File: src/rtl/ex_madd_seq_if.sv
// EX-stage multiply-accumulate port bundle: opcode/operands/forwarded HI-LO in,
// stall request and HI/LO result out.
interface ex_madd_seq_if;
    logic [7:0]  aluop_i;
    logic [31:0] reg1_i;
    logic [31:0] reg2_i;
    logic [31:0] hi_i;
    logic [31:0] lo_i;
    logic        hold_i;
    logic        stallreq_o;
    logic [63:0] hilo_o;
    logic        whilo_o;
    logic [1:0]  cnt_o;

    modport master (
        output aluop_i, reg1_i, reg2_i, hi_i, lo_i, hold_i,
        input  stallreq_o, hilo_o, whilo_o, cnt_o
    );

    modport slave (
        input  aluop_i, reg1_i, reg2_i, hi_i, lo_i, hold_i,
        output stallreq_o, hilo_o, whilo_o, cnt_o
    );
endinterface

File: src/rtl/ex_madd_seq.sv
// Multi-cycle MADD/MADDU/MSUB/MSUBU sequencer (IDLE -> MUL -> ACC -> DONE).
// Define MADD_MULT_ITER_EN for a 32-cycle radix-2 shift-add multiplier instead of a single-cycle one.
module ex_madd_seq (
    input  logic         clk,
    input  logic         rst,
    ex_madd_seq_if.slave bus
);
    localparam int unsigned REG_W  = 32;
    localparam int unsigned DREG_W = 64;
    localparam int unsigned OP_W   = 8;

    localparam logic [OP_W-1:0] EXE_MADD_OP  = 8'b1010_0110;
    localparam logic [OP_W-1:0] EXE_MADDU_OP = 8'b1010_1000;
    localparam logic [OP_W-1:0] EXE_MSUB_OP  = 8'b1010_1010;
    localparam logic [OP_W-1:0] EXE_MSUBU_OP = 8'b1010_1011;

    typedef enum logic [1:0] {
        IDLE = 2'b00,
        MUL  = 2'b01,
        ACC  = 2'b10,
        DONE = 2'b11
    } state_t;

    state_t             state;
    logic [REG_W-1:0]   op1_q;
    logic [REG_W-1:0]   op2_q;
    logic [DREG_W-1:0]  acc_q;
    logic [DREG_W-1:0]  prod_q;
    logic               signed_q;
    logic               sub_q;

    logic               is_madd_c;
    logic               op_signed_c;
    logic               op_sub_c;
    logic               mul_done_c;
    logic [DREG_W-1:0]  mul_next_c;

    // Opcode decode
    always_comb begin
        op_signed_c = (bus.aluop_i == EXE_MADD_OP) || (bus.aluop_i == EXE_MSUB_OP);
        op_sub_c    = (bus.aluop_i == EXE_MSUB_OP) || (bus.aluop_i == EXE_MSUBU_OP);
        is_madd_c   = op_signed_c || op_sub_c || (bus.aluop_i == EXE_MADDU_OP);
    end

`ifdef MADD_MULT_ITER_EN
    logic [4:0]        iter_q;
    logic [REG_W-1:0]  mag1_c;
    logic [REG_W-1:0]  mag2_c;
    logic [DREG_W-1:0] partial_c;
    logic [DREG_W-1:0] sum_c;
    logic              neg_c;

    // Magnitude shift-add; sign is restored on the final iteration
    always_comb begin
        mag1_c     = (signed_q && op1_q[REG_W-1]) ? (~op1_q + 32'd1) : op1_q;
        mag2_c     = (signed_q && op2_q[REG_W-1]) ? (~op2_q + 32'd1) : op2_q;
        neg_c      = signed_q && (op1_q[REG_W-1] ^ op2_q[REG_W-1]);
        partial_c  = mag2_c[iter_q] ? (DREG_W'(mag1_c) << iter_q) : '0;
        sum_c      = prod_q + partial_c;
        mul_done_c = (iter_q == 5'd31);
        mul_next_c = (mul_done_c && neg_c) ? (~sum_c + 64'd1) : sum_c;
    end
`else
    logic [DREG_W-1:0] ext1_c;
    logic [DREG_W-1:0] ext2_c;

    // Sign/zero-extend to 64 bits; the low 64 bits of the product are exact either way
    always_comb begin
        ext1_c     = signed_q ? {{REG_W{op1_q[REG_W-1]}}, op1_q} : DREG_W'(op1_q);
        ext2_c     = signed_q ? {{REG_W{op2_q[REG_W-1]}}, op2_q} : DREG_W'(op2_q);
        mul_next_c = ext1_c * ext2_c;
        mul_done_c = 1'b1;
    end
`endif

    always_ff @(posedge clk or negedge rst) begin
        if (!rst) begin
            state       <= IDLE;
            op1_q       <= '0;
            op2_q       <= '0;
            acc_q       <= '0;
            prod_q      <= '0;
            signed_q    <= 1'b0;
            sub_q       <= 1'b0;
            bus.hilo_o  <= '0;
            bus.whilo_o <= 1'b0;
`ifdef MADD_MULT_ITER_EN
            iter_q      <= '0;
`endif
        end else begin
            unique case (state)
                IDLE: begin
                    if (is_madd_c) begin
                        op1_q    <= bus.reg1_i;
                        op2_q    <= bus.reg2_i;
                        acc_q    <= {bus.hi_i, bus.lo_i};
                        signed_q <= op_signed_c;
                        sub_q    <= op_sub_c;
                        prod_q   <= '0;
`ifdef MADD_MULT_ITER_EN
                        iter_q   <= '0;
`endif
                        state    <= MUL;
                    end
                end
                MUL: begin
                    prod_q <= mul_next_c;
`ifdef MADD_MULT_ITER_EN
                    iter_q <= 5'(iter_q + 5'd1);
`endif
                    if (mul_done_c) begin
                        state <= ACC;
                    end
                end
                ACC: begin
                    bus.hilo_o  <= sub_q ? (acc_q - prod_q) : (acc_q + prod_q);
                    bus.whilo_o <= 1'b1;
                    state       <= DONE;
                end
                DONE: begin
                    if (!bus.hold_i) begin
                        bus.whilo_o <= 1'b0;
                        state       <= IDLE;
                    end
                end
            endcase
        end
    end

    // Stall is combinational in IDLE so the issuing cycle is held too
    always_comb begin
        bus.stallreq_o = 1'b0;
        case (state)
            IDLE:    bus.stallreq_o = is_madd_c;
            MUL:     bus.stallreq_o = 1'b1;
            ACC:     bus.stallreq_o = 1'b1;
            default: bus.stallreq_o = 1'b0;
        endcase
    end

    assign bus.cnt_o = state;

endmodule

File: src/flat_wrapper.sv
// flat-port wrapper written by rule: the top's interface ports become plain ports
module ex_madd_seq_flat 
  (clk, rst, bus_aluop_i, bus_reg1_i, bus_reg2_i, bus_hi_i, bus_lo_i, bus_hold_i, bus_stallreq_o, bus_hilo_o, bus_whilo_o, bus_cnt_o);
  ex_madd_seq_if bus_i ();
  input  logic clk;
  input  logic rst;
  input wire logic [$bits(bus_i.aluop_i)-1:0] bus_aluop_i;
  input wire logic [$bits(bus_i.reg1_i)-1:0] bus_reg1_i;
  input wire logic [$bits(bus_i.reg2_i)-1:0] bus_reg2_i;
  input wire logic [$bits(bus_i.hi_i)-1:0] bus_hi_i;
  input wire logic [$bits(bus_i.lo_i)-1:0] bus_lo_i;
  input wire logic [$bits(bus_i.hold_i)-1:0] bus_hold_i;
  output wire logic [$bits(bus_i.stallreq_o)-1:0] bus_stallreq_o;
  output wire logic [$bits(bus_i.hilo_o)-1:0] bus_hilo_o;
  output wire logic [$bits(bus_i.whilo_o)-1:0] bus_whilo_o;
  output wire logic [$bits(bus_i.cnt_o)-1:0] bus_cnt_o;
  assign bus_i.aluop_i = bus_aluop_i;
  assign bus_i.reg1_i = bus_reg1_i;
  assign bus_i.reg2_i = bus_reg2_i;
  assign bus_i.hi_i = bus_hi_i;
  assign bus_i.lo_i = bus_lo_i;
  assign bus_i.hold_i = bus_hold_i;
  assign bus_stallreq_o = bus_i.stallreq_o;
  assign bus_hilo_o = bus_i.hilo_o;
  assign bus_whilo_o = bus_i.whilo_o;
  assign bus_cnt_o = bus_i.cnt_o;
  ex_madd_seq u_core (.clk(clk), .rst(rst), .bus(bus_i));
endmodule
File: config.mk
export PLATFORM = sky130hd
export DESIGN_NAME = ex_madd_seq_flat
export DESIGN_NICKNAME = d
export VERILOG_FILES = /design/src/rtl/ex_madd_seq_if.sv /design/src/rtl/ex_madd_seq.sv /design/src/flat_wrapper.sv
export SDC_FILE = /design/constraint.sdc
export NUM_CORES = 2
export LEC_CHECK = 0
export BUFFER_PORTS_ARGS = -buffer_cell sky130_fd_sc_hd__buf_4
export CAP_MARGIN = 20
export CELL_PAD_IN_SITES_DETAIL_PLACEMENT = 1
export CELL_PAD_IN_SITES_GLOBAL_PLACEMENT = 1
export CORE_MARGIN = 5
export CORE_UTILIZATION = 52
export CTS_CLUSTER_DIAMETER = 60
export DETAILED_ROUTE_END_ITERATION = 12
export GPL_TIMING_DRIVEN = 1
export PLACE_DENSITY_LB_ADDON = 0.1
export SYNTH_ARGS = -nofsm -noshare
export SYNTH_HDL_FRONTEND = slang
export SYNTH_SLANG_ARGS = --single-unit
File: constraint.sdc
create_clock -name clk -period 11 [get_ports clk]
set_clock_uncertainty 0.15 [all_clocks]
set_input_delay 2.75 -clock clk [delete_from_list [all_inputs] [get_ports clk]]
set_output_delay 2.75 -clock clk [all_outputs]
set_load 0.02 [all_outputs]
==> flow_summary.toml <==
[clocking]
postCtsHoldBufs = 0
post_cts_buffers = 0
cts.htree.levels = 2
post_cts_resize_count = 0
cts_tree = "done"
numCtsBuffers = 42
clock_path_buffers = 3
cts_sinks = 261
insertion_delay_ns = 0.63
clk_pin_slew_ns = 0.06
cts_root_buf = "clkbuf_16"

[routing]
wirelength_mm = 195
drt_iter0_drc = 2985
wire_per_inst_um = 23.8
first_pass_iters = 5
route.detailed.drc = 0
vias = 44857
vias_per_cell = 5.45
ant_nets = 0

[setup_path]
cp-end-kind = "register"
cp_max_fo = 20
cpLargestDelayFamily = "adder cells"
path_common_cell = "fa_1"
max_stage_delay_ns = 0.91
reg2reg_from = "u_core.op2_q[4]"
critPathArrivalTime_ns = 10.70
cp.required_ns = 11.32
path_buf_inv = 5
startpoint = "u_core.op2_q[4]"
critical_path.slowest_cell = "dfrtp_1"
cp-start-kind = "register"
path_class = "register to register"

[die]
die_area_sq_mm = 0.127
start_util_pct = 52.2
coreArea_sq_mm = 0.119
die_w_um = 356
num_rows = 127
io_pins = 207
die-height_um = 356

[synth]
synth_area_per_cell_sq_um = 9.56
synth_edf_count = 0
yosys_warnings = 0
synth_seq_cells = 261
ys_seq_area_share_pct = 10.5
syn_nets = 8456
ys_types = 77
synthArstFlopShare_pct = 100
ys.flop_type = "dfrtp_1"
syn-cell-area_sq_mm = 0.0624
postSynthCellCount = 6521

[placed_design]
dp_hpwl_mm = 166
post-place-ws_ns = 0.637
place_congestion = 0.957
numPortBuffers = 206

[layout]
fill_cells = 13471
multiInputGateArea_sq_mm = 0.0488
layout-drive-gt1-share_pct = 9.24
final_cell_mix = "1566 x inv_1, 1420 x fa_1, 672 x nand2_1"
regArea_sq_mm = 0.00654
final_common_cell = "inv_1"
area_growth_pct = 7.97
nets = 8515

[pwr]
ir_drop_mv = 0.174
power_density_mw_per_mm2 = 183
power_leakage_nw = 35.1

[global_routing]
grt_pass1_wl_mm = 305
grt_max_degree = 87
antenna_found_initial = 10
grt_pass1_vias = 51251
grt-ovfl-total = 0
grt_use_total_pct = 31.6

[worst_hold_path]
hp-class = "register to register"
min-delay-start = "u_core.bus.hilo_o[56]"

[timing]
rsz0062_at_grt = "false"
fmax_ghz = 0.0963
max_slew_margin_pct = 19.9
finalCritPeriodShare_pct = 94.4
worstMarginPinSlew_ns = 1.20
finalSetupViolCount = 0
fin_ws_ns = 0.617
min_period_ns = 10.38
fin_tns_setup_ns = 0
hold_viol_final = 0
slew_violations = 0

[flow_run]
maxCapViolCount = 0

[status]
status = "finished clean"
-- worst reg2reg max path: cells and delay by family, from the launching register on --
family | cells | cell delay [ns]
fa+ha+maj | 11 | 5.91
xor+xnor | 1 | 0.14
simple gates | 2 | 0.78
compound gates | 9 | 1.53
flops | 1 | 0.91
buf+inv | 5 | 0.81
-- path summary, 6_finish.rpt --
| path | slack [ns] | endpoint | cells past startpoint |
|---|---|---|---|
| hold reg to reg | 0.35 | u_core.bus.hilo_o[56] | 1 |
| min in group asynchronous | 2.00 | u_core.bus.hilo_o[12] | 1 |
| setup / recovery | 0.62 | u_core.prod_q[63] | 28 |
| max in group asynchronous | 7.29 | u_core.sub_q | 2 |
| setup reg to reg | 0.62 | u_core.prod_q[63] | 28 |
| hold / removal | 0.35 | u_core.bus.hilo_o[56] | 1 |
-- flip-flops by register name, indices dropped and copies added (netlist names) --
signal,flops
u_core.op1_q,32
u_core.bus.cnt_o,2
u_core.sub_q,1
u_core.prod_q,64
u_core.bus.whilo_o,1
u_core.bus.hilo_o,64
u_core.acc_q,64
u_core.signed_q,1
u_core.op2_q,32
-- cell usage after synthesis, drive strengths merged (6+ instances only) --
master / n / area share (%)
nand4: 32 / 0.32
a21oi: 182 / 1.5
clkbuf: 292 / 1.8
xnor2: 184 / 2.6
nand2b: 19 / 0.19
fa: 1420 / 46
and2: 574 / 5.8
and3: 28 / 0.28
dfrtp: 261 / 10
mux2: 176 / 3.2
a21boi: 8 / 0.096
o211ai: 15 / 0.18
o21ai: 123 / 0.99
nor2b: 15 / 0.15
o21a: 27 / 0.33
or3: 15 / 0.17
o21bai: 23 / 0.28
nor3b: 8 / 0.096
a31oi: 24 / 0.26
a211oi: 10 / 0.12
inv: 1566 / 9.4
nor2: 144 / 0.89
ha: 376 / 7.5
xor2: 49 / 0.69
nand2: 675 / 4.1
buf: 23 / 0.15
a22o: 10 / 0.14
o31ai: 21 / 0.25
nand3: 25 / 0.20
a21o: 67 / 0.81
nor3: 44 / 0.36
or4: 6 / 0.078
-- layer usage --
| metal | GRT usage, % | share of wire (%) | up-vias |
|---|---|---|---|
| met5 | 0.377 | 0.035 | - |
| met4 | 6.75 | 2.4 | 4 |
| met3 | 7.94 | 8.8 | 246 |
| met2 | 49.9 | 45 | 1389 |
| met1 | 44.8 | 44 | 23768 |
| li1 | - | - | 19450 |
-- power by group --
| part | leakage (nW) | total (W) | internal, W | switching (W) |
|---|---|---|---|---|
| clock network | 0.728 | 0.00144 | 0.000863 | 0.000581 |
| logic | 31.0 | 0.00891 | 0.00348 | 0.00542 |
| registers | 3.45 | 0.00194 | 0.00127 | 0.000671 |
-- kinds of logic (layout without fill, tap and decap cells) --
group	count (synthesis)	in the layout	synth area share, %
multiplexers	179	179	3.23
buffers and inverters	1881	1974	11.3
AO/OA/AOI/OAI	566	566	5.72
flip-flops	261	261	10.5
XOR/XNOR	233	233	3.28
other	0	1	0
adder cells (fa/ha/maj)	1798	1798	53.2
AND/OR/NAND/NOR	1603	1603	12.8
-- through the flow --
step | cells | hold WS, ns | instance area, sq um | power, W | utilization [%]
5_1_grt | 8226 | 0.371 | 67300 | 0.0134 | 56.3
4_1_cts | 8226 | 0.345 | 67300 | 0.0123 | 56.3
2_1_floorplan | 6521 | 0.319 | 62400 | 0.00769 | -
3_5_place_dp | 8148 | 0.330 | 65800 | 0.0108 | 55.1
6_report | 8227 | 0.346 | 67300 | 0.0123 | 56.3
3_3_place_gp | 8143 | 0.329 | 65700 | 0.0104 | 55.0
-- final cells by class --
cell class,instances,share of cell area (%)
clock inverters,29,0.591
multi-input cells,4379,72.5
diodes,1,0.00372
flip-flops and latches,261,9.71
inverters,1566,8.73
clock buffers,49,1.64
well taps,1612,3.00
repair buffers,330,3.87
No activity file was read; power rests on OpenSTA's default activity.
